File: config.mk
export PLATFORM = sky130hd
export DESIGN_NAME = fleet_status_tracker_flat
export DESIGN_NICKNAME = d
export VERILOG_FILES = /design/src/rtl/fleet_status_tracker_if.sv /design/src/rtl/fleet_status_tracker.sv /design/src/flat_wrapper.sv
export SDC_FILE = /design/constraint.sdc
export NUM_CORES = 1
export LEC_CHECK = 0
export CAP_MARGIN = 20
export CORE_MARGIN = 5
export CORE_UTILIZATION = 35
export DETAILED_ROUTE_END_ITERATION = 10
export PLACE_DENSITY = 0.77
export SLEW_MARGIN = 10
export SYNTH_ARGS = -nofsm -noshare
export SYNTH_HDL_FRONTEND = slang
export SYNTH_SLANG_ARGS = --single-unit
File: constraint.sdc
create_clock -name clk -period 3.6 [get_ports clk]
set_input_delay 1.08 -clock clk [delete_from_list [all_inputs] [get_ports clk]]
set_output_delay 1.08 -clock clk [all_outputs]
set_load 0.005 [all_outputs]
File: src/rtl/fleet_status_tracker_if.sv
// Fleet tracker bundle: sample strobe, restart, hit-matrix rows, sink-event handshake and
// status decodes; the game controller is master, the tracker is slave.
interface fleet_status_tracker_if #(
  parameter int unsigned NUM_BOATS  = 5,
  parameter int unsigned BOAT_CELLS = 5
);
  localparam int unsigned CW = $clog2(NUM_BOATS + 1);
  localparam int unsigned IW = (NUM_BOATS > 1) ? $clog2(NUM_BOATS) : 1;

  logic                  enable;
  logic                  clear;
  logic [BOAT_CELLS-1:0] barcos [NUM_BOATS-1:0];
  logic                  evt_ack;
  logic [NUM_BOATS-1:0]  alive;
  logic [CW-1:0]         sunk_count;
  logic                  all_sunk;
  logic                  evt_valid;
  logic [IW-1:0]         evt_id;
  logic                  armed;

  modport master (
    output enable, clear, barcos, evt_ack,
    input  alive, sunk_count, all_sunk, evt_valid, evt_id, armed
  );

  modport slave (
    input  enable, clear, barcos, evt_ack,
    output alive, sunk_count, all_sunk, evt_valid, evt_id, armed
  );
endinterface

File: src/rtl/fleet_status_tracker.sv
// Battleship fleet tracker: alive mask, sunk count, game-over and queued sink events.
// Define FLEET_STICKY_SUNK_EN to make a sunk boat stay sunk for the rest of the game.
module fleet_status_tracker #(
  parameter int unsigned NUM_BOATS  = 5,
  parameter int unsigned BOAT_CELLS = 5
) (
  input logic                   clk,
  input logic                   rst,
  fleet_status_tracker_if.slave bus
);
  localparam int unsigned CW = $clog2(NUM_BOATS + 1);
  localparam int unsigned IW = (NUM_BOATS > 1) ? $clog2(NUM_BOATS) : 1;

  typedef enum logic [1:0] {StIdle, StTrack, StOver} state_e;

  state_e               state_q, state_d;
  logic [NUM_BOATS-1:0] alive_q, alive_d;
  logic [NUM_BOATS-1:0] pending_q, pending_d;
  logic [NUM_BOATS-1:0] row_nz;
  logic [NUM_BOATS-1:0] newly;
  logic [IW-1:0]        id;
  logic [CW-1:0]        cnt;

  always_comb begin
    row_nz = '0;
    for (int j = 0; j < NUM_BOATS; j++) begin
      row_nz[j] = |bus.barcos[j];
    end
    newly = alive_q & ~row_nz;
  end

  // Lowest pending index wins.
  always_comb begin
    id = '0;
    for (int j = NUM_BOATS - 1; j >= 0; j--) begin
      if (pending_q[j]) id = IW'(j);
    end
  end

  always_comb begin
    cnt = '0;
    for (int j = 0; j < NUM_BOATS; j++) begin
      cnt = cnt + CW'(!alive_q[j]);
    end
  end

  always_comb begin
    state_d   = state_q;
    alive_d   = alive_q;
    pending_d = pending_q;
    if (|pending_q && bus.evt_ack) pending_d[id] = 1'b0;

    unique case (state_q)
      StIdle: begin
        alive_d   = '0;
        pending_d = '0;
        if (bus.enable) begin
          alive_d = row_nz;
          state_d = (row_nz == '0) ? StOver : StTrack;
        end
      end
      StTrack: begin
        if (bus.enable) begin
          // OR after the ack clear so a coincident sink keeps its bit pending.
          pending_d = pending_d | newly;
`ifdef FLEET_STICKY_SUNK_EN
          alive_d = alive_q & row_nz;
`else
          alive_d = row_nz;
`endif
          if (alive_d == '0) state_d = StOver;
        end
      end
      StOver: ;
      default: state_d = StIdle;
    endcase

    if (bus.clear) begin
      state_d   = StIdle;
      alive_d   = '0;
      pending_d = '0;
    end
  end

  always_ff @(posedge clk) begin
    if (rst) begin
      state_q   <= StIdle;
      alive_q   <= '0;
      pending_q <= '0;
    end else begin
      state_q   <= state_d;
      alive_q   <= alive_d;
      pending_q <= pending_d;
    end
  end

  assign bus.alive      = alive_q;
  assign bus.sunk_count = (state_q == StIdle) ? '0 : cnt;
  assign bus.all_sunk   = (state_q == StOver);
  assign bus.armed      = (state_q != StIdle);
  assign bus.evt_valid  = |pending_q;
  assign bus.evt_id     = id;
endmodule

File: src/flat_wrapper.sv
// flat-port wrapper written by rule: the top's interface ports become plain ports
module fleet_status_tracker_flat 
#(
  parameter int unsigned NUM_BOATS  = 5,
  parameter int unsigned BOAT_CELLS = 5
)
  (clk, rst, bus_enable, bus_clear, bus_barcos, bus_evt_ack, bus_alive, bus_sunk_count, bus_all_sunk, bus_evt_valid, bus_evt_id, bus_armed);
  fleet_status_tracker_if #(.NUM_BOATS(NUM_BOATS), .BOAT_CELLS(BOAT_CELLS)) bus_i ();
  input logic clk;
  input logic rst;
  input wire logic [$bits(bus_i.enable)-1:0] bus_enable;
  input wire logic [$bits(bus_i.clear)-1:0] bus_clear;
  input wire logic [$bits(bus_i.barcos)-1:0] bus_barcos;
  input wire logic [$bits(bus_i.evt_ack)-1:0] bus_evt_ack;
  output wire logic [$bits(bus_i.alive)-1:0] bus_alive;
  output wire logic [$bits(bus_i.sunk_count)-1:0] bus_sunk_count;
  output wire logic [$bits(bus_i.all_sunk)-1:0] bus_all_sunk;
  output wire logic [$bits(bus_i.evt_valid)-1:0] bus_evt_valid;
  output wire logic [$bits(bus_i.evt_id)-1:0] bus_evt_id;
  output wire logic [$bits(bus_i.armed)-1:0] bus_armed;
  assign bus_i.enable = bus_enable;
  assign bus_i.clear = bus_clear;
  assign bus_i.barcos = {>>{bus_barcos}};
  assign bus_i.evt_ack = bus_evt_ack;
  assign bus_alive = bus_i.alive;
  assign bus_sunk_count = bus_i.sunk_count;
  assign bus_all_sunk = bus_i.all_sunk;
  assign bus_evt_valid = bus_i.evt_valid;
  assign bus_evt_id = bus_i.evt_id;
  assign bus_armed = bus_i.armed;
  fleet_status_tracker #(.NUM_BOATS(NUM_BOATS), .BOAT_CELLS(BOAT_CELLS)) u_core (.clk(clk), .rst(rst), .bus(bus_i));
endmodule
==> flow_metrics.tcl, run 1 <==
set metrics [dict create \
    rows 16 \
    yosysSeqAreaShare 0.3429 \
    die_h_um 54.74 \
    antenna_found_initial 0 \
    synthTopCellsByCount "15 x nor2_1, 12 x dfxtp_1, 8 x inv_1" \
    wl_per_cell_um 13.35 \
    cts_buffers 3 \
    crit_type "register to output port" \
    cts.sinks 12 \
    drt_iter0_drc 3 \
    hold-worst-slack_ns 0.5223 \
    die-area_um2 2996 \
    cts-root-buf "clkbuf_4" \
    core-area_um2 1942 \
    post-place-ws_ns 0.008779 \
    syn_area_um2 700.7 \
    crit_path_start_kind "register" \
    cts-htree-levels 1 \
    setup_tns_ns 0 \
    synthArstFlopShare 0 \
    synth.top_cell.area_share 0.3429 \
    final_antenna_net_count 0 \
    synth_warnings 0 \
    powerDensity_nw_per_um2 264.6 \
    synth_top_area_cell "dfxtp_1" \
    drc 0 \
    yosysMostFrequentCell "nor2_1" \
    maxCapViolCount 0 \
    status "complete, no violations" \
    clkTransAtPathRegs_ns 0.08 \
    synth_edf_count 0 \
    cp.required_ns 2.52 \
    vias_per_cell 4.962 \
    io_pins 44 \
    worst_hold_path_type "register to register" \
    setup_ws_ns 0.1377 \
    finClkSkew_ns 0.001402 \
    rsz0062_at_grt "false" \
    avgSynthCellArea_um2 8.442 \
    worstPathArrival_ns 2.38 \
    vdd_drop_max_uv 143.6 \
    power_leakage_nw 0.4546 \
    dr.pass1.iters 4 \
    grt_pass1_wl_um 3443 \
    track_usage 0.1566 \
    cts_tree "built" \
    die-width_um 54.74 \
    finalSetupViolCount 0 \
    syn_nets 117 \
    min_period_over_period 0.9618 \
    routed_wl_um 2110 \
    fmax_mhz 288.8 \
    n_fill_cell 178 \
    cts_setup_buffers 0 \
    finalNetCount 166 \
    layout-drive-gt1-share 0.1221 \
    cts_buffer_depth 2 \
    synth_top_flop_cell "dfxtp_1" \
    area.growth.synth_to_final_pct 72.50 \
    gp_congestion 0.7549 \
    relSlewSlack 0.6613 \
    synth_seq_cells 12 \
    period_needed_ns 3.462 \
    drv_slew 0 \
    worst_slew_pin_slew_ns 0.5070 \
    synthTopCellsByArea "dfxtp_1 34%, nor2_1 8.0%, a2bb2oi_1 6.3%" \
    synth_cells 83 \
    path_max_fanout 2 \
    grt_pass1_vias 846 \
    port_buffers 43 \
    grt_max_degree 8 \
    endpoint_kind "output port" \
    ctsHoldBuffers 0 \
    synth_cell_types 26 \
    hpwl_um 1777 \
    hold_violations 0 \
    via_count 784 \
    clk_latency_ns 0.27 \
    grt.overflow.total 0 \
    initial_core_util 0.3608 \
    n_antenna_cell 0 \
]
-- power by group --
part / leakage (nW) / total (mW) / switching [mW] / internal (mW)
clock network: 0.0210 / 0.107 / 0.0458 / 0.0615
registers: 0.0976 / 0.138 / 0.00215 / 0.135
logic: 0.336 / 0.0749 / 0.0254 / 0.0495
total: 0.455 / 0.320 / 0.0733 / 0.247
-- repair_timing --
action,CTS,global route
pin swaps,0,1
endpoints found under the setup margin,2,2
gates resized for setup,3,2
-- cell families after synthesis --
family                     synth area share
and+or+nand+nor                      0.3518
adders and majority gates           0.09285
AOI/OAI and AO/OA                    0.1643
DFF                                  0.3429
buffers and inverters               0.04821
-- worst paths after layout --
check                                    startpoint                  end  slack, ns  cells past startpoint
worst max register to register    u_core.state_q[1]  u_core.bus.alive[3]       2.23                      4
worst max-delay path            u_core.bus.alive[0]    bus_sunk_count[2]       0.14                      7
worst min register to register  u_core.bus.alive[3]  u_core.pending_q[3]       0.52                      2
worst min-delay path            u_core.bus.alive[3]  u_core.pending_q[3]       0.52                      2
-- worst max-delay path, cell delays in order (launching register included) --
cell	delay [ns]
dfxtp_1	0.33
inv_1	0.05
ha_1	0.29
fa_1	0.44
ha_2	0.19
fa_1	0.41
nor2b_1	0.13
dlygate4sd2_1	0.27
-- per-layer routing --
metal  vias to the layer above  GRT usage  part of all wire
li1                        387          -                 -
met1                       350     0.1669              0.39
met5                         -          0                 0
met2                        41     0.2992              0.52
met3                         6    0.01907             0.064
met4                         0    0.07054             0.020
-- placed cells by master, fill, tap and decap left out, types with 2 or more instances in the layout --
cell             instances
a21oi_1                  3
a2bb2oi_1                5
a32oi_1                  3
buf_4                    2
clkbuf_4                 3
clkdlybuf4s50_1         41
dfxtp_1                 12
fa_1                     2
inv_1                    8
nand2_1                  2
nand2b_1                 2
nand3_1                  2
nor2_1                  15
nor2_2                   2
nor2_4                   2
nor2b_1                  5
nor4_1                   2
o21ai_0                  3
or4_1                    2
or4_4                    3
-- stage by stage --
step / power, mW / utilization / instances / cell area [µm²]
2_1_floorplan: 0.1662 / - / 83 / 700.7
3_3_place_gp: 0.2131 / 0.6057 / 154 / 1176
3_5_place_dp: 0.2169 / 0.6057 / 154 / 1176
4_1_cts: 0.3231 / 0.6244 / 158 / 1212
5_1_grt: 0.3349 / 0.6224 / 158 / 1209
6_report: 0.3199 / 0.6224 / 158 / 1209
-- area by class of cell --
| type | instances | area [µm²] | share of cell area |
|---|---|---|---|
| clock buffer | 4 | 36.28 | 0.03002 |
| inverter | 8 | 30.03 | 0.02484 |
| multi-input combinational | 62 | 429.2 | 0.3551 |
| sequential | 12 | 240.2 | 0.1988 |
| tap | 27 | 33.78 | 0.02795 |
| timing repair buffer | 45 | 439.2 | 0.3634 |
-- sequential cells by signal, indices dropped and copies added (netlist names) --
register          flops
u_core.state_q        2
u_core.bus.alive      5
u_core.pending_q      5
(Power assumes the default switching activity.)
==> run 2, diff against run 1 <==
--- a/config.mk
+++ b/config.mk
@@ -9,6 +9,7 @@
 export CORE_MARGIN = 5
 export CORE_UTILIZATION = 35
 export DETAILED_ROUTE_END_ITERATION = 10
+export MAX_ROUTING_LAYER = met4
 export PLACE_DENSITY = 0.77
 export SLEW_MARGIN = 10
 export SYNTH_ARGS = -nofsm -noshare
==> flow_metrics.tcl, run 2 (same netlist as run 1, synthesis figures left out) <==
set metrics [dict create \
    grt.overflow.total 0 \
    design_area_um2 1209 \
    gp_congestion 0.7647 \
    placed_cells 154 \
    worst_slew_pin_slew_ns 0.5070 \
    post-place-ws_ns 0.008779 \
    finClkSkew_ns 0.001414 \
    final_antenna_net_count 0 \
    hold-worst-slack_ns 0.5223 \
    routed_wl_um 2115 \
    status "complete, no violations" \
    clk_latency_ns 0.27 \
    min_period_over_period 0.9617 \
    crit_path_frequent_cell "fa_1" \
    cpPeakStageDelay_ns 0.44 \
    io_pins 44 \
    power_leakage_nw 0.4546 \
    die_h_um 54.74 \
    drc 0 \
    cts_buffer_depth 2 \
    rsz0062_at_grt "false" \
    place_area_um2 1176 \
    cts_tree "built" \
    layout-drive-gt1-share 0.1221 \
    period_needed_ns 3.462 \
    setup_tns_ns 0 \
    finalNetCount 166 \
    endpoint_kind "output port" \
    path_max_fanout 2 \
    worst-path-buf-inv 2 \
    cts_buffers 3 \
    n_antenna_cell 0 \
    clkTransAtPathRegs_ns 0.08 \
    setup_ws_ns 0.1377 \
    vias_per_cell 4.962 \
    dr.pass1.iters 4 \
    port_buffers 43 \
    wl_per_cell_um 13.39 \
    worstPathCellList "inv_1, ha_1, fa_1, ha_2, fa_1, nor2b_1, dlygate4sd2_1" \
    powerDensity_nw_per_um2 264.6 \
    antenna_found_initial 0 \
    crit_type "register to output port" \
    finalSetupViolCount 0 \
    drt_iter0_drc 3 \
    die-area_um2 2996 \
    via_count 784 \
    hpwl_um 1777 \
    vdd_drop_max_uv 143.6 \
    fin_total_pwr_mw 0.3198 \
    grt_pass1_wl_um 3443 \
    hold_violations 0 \
    cts.sinks 12 \
    ctsHoldBuffers 0 \
    cp.required_ns 2.52 \
    worst_hold_path_type "register to register" \
    initial_core_util 0.3608 \
    area.growth.synth_to_final_pct 72.50 \
    grt_max_degree 8 \
    rows 16 \
    worstPathArrival_ns 2.38 \
    crit_path_start_kind "register" \
    die-width_um 54.74 \
    grt_pass1_vias 846 \
    track_usage 0.1610 \
    fin_cells 158 \
    drv_slew 0 \
    relSlewSlack 0.6613 \
    core-area_um2 1942 \
    fmax_mhz 288.8 \
    layout_commonest_cell "clkdlybuf4s50_1" \
    maxCapViolCount 0 \
    cts-htree-levels 1 \
    crit_family "adder cells" \
    cts_setup_buffers 0 \
    cpMaxStageDelayCell "fa_1" \
    utilization 0.6224 \
    cts-root-buf "clkbuf_4" \
    final_cell_mix "41 x clkdlybuf4s50_1, 15 x nor2_1, 12 x dfxtp_1" \
]
## run 2: final timing paths
path | startpoint | to | slack [ns] | cells after the start
min | u_core.bus.alive[3] | u_core.pending_q[3] | 0.52 | 2
max reg2reg | u_core.state_q[1] | u_core.bus.alive[3] | 2.23 | 4
max | u_core.bus.alive[0] | bus_sunk_count[2] | 0.14 | 7
min reg2reg | u_core.bus.alive[3] | u_core.pending_q[3] | 0.52 | 2
## run 2: tightest hold or removal path, delay by kind of cell (launching register included)
family	cells	cell delay, ns
AOI/OAI and AO/OA	1	0.06
DFF	1	0.34
and+or+nand+nor	1	0.08
## run 2: cell type report
class / instances / area [µm²]
Sequential cell: 12 / 240.2
Multi-Input combinational cell: 62 / 429.2
Fill cell: 178 / 733.2
Clock buffer: 4 / 36.28
Inverter: 8 / 30.03
Tap cell: 27 / 33.78
Timing Repair Buffer: 45 / 439.2
## run 2: per-layer routing
| metal | global-route usage | routed length (µm) | vias up |
|---|---|---|---|
| met5 | - | 0 | - |
| met4 | 0.07054 | 42 | 0 |
| met3 | 0.01362 | 124 | 6 |
| met2 | 0.2992 | 1106 | 41 |
| met1 | 0.1702 | 841 | 350 |
| li1 | - | - | 387 |
## run 2: power by group
group	switching, mW	internal [mW]	leakage (nW)
Sequential	0.00215	0.135	0.0976
Combinational	0.0254	0.0495	0.336
Clock	0.0458	0.0615	0.0210
## run 2: what timing repair did
item                                    4_1_cts  5_1_grt
cloned                                        0        0
pin swaps                                     0        1
hold endpoints to repair                      0        0
gates resized for setup                       3        2
endpoints found under the setup margin        2        2
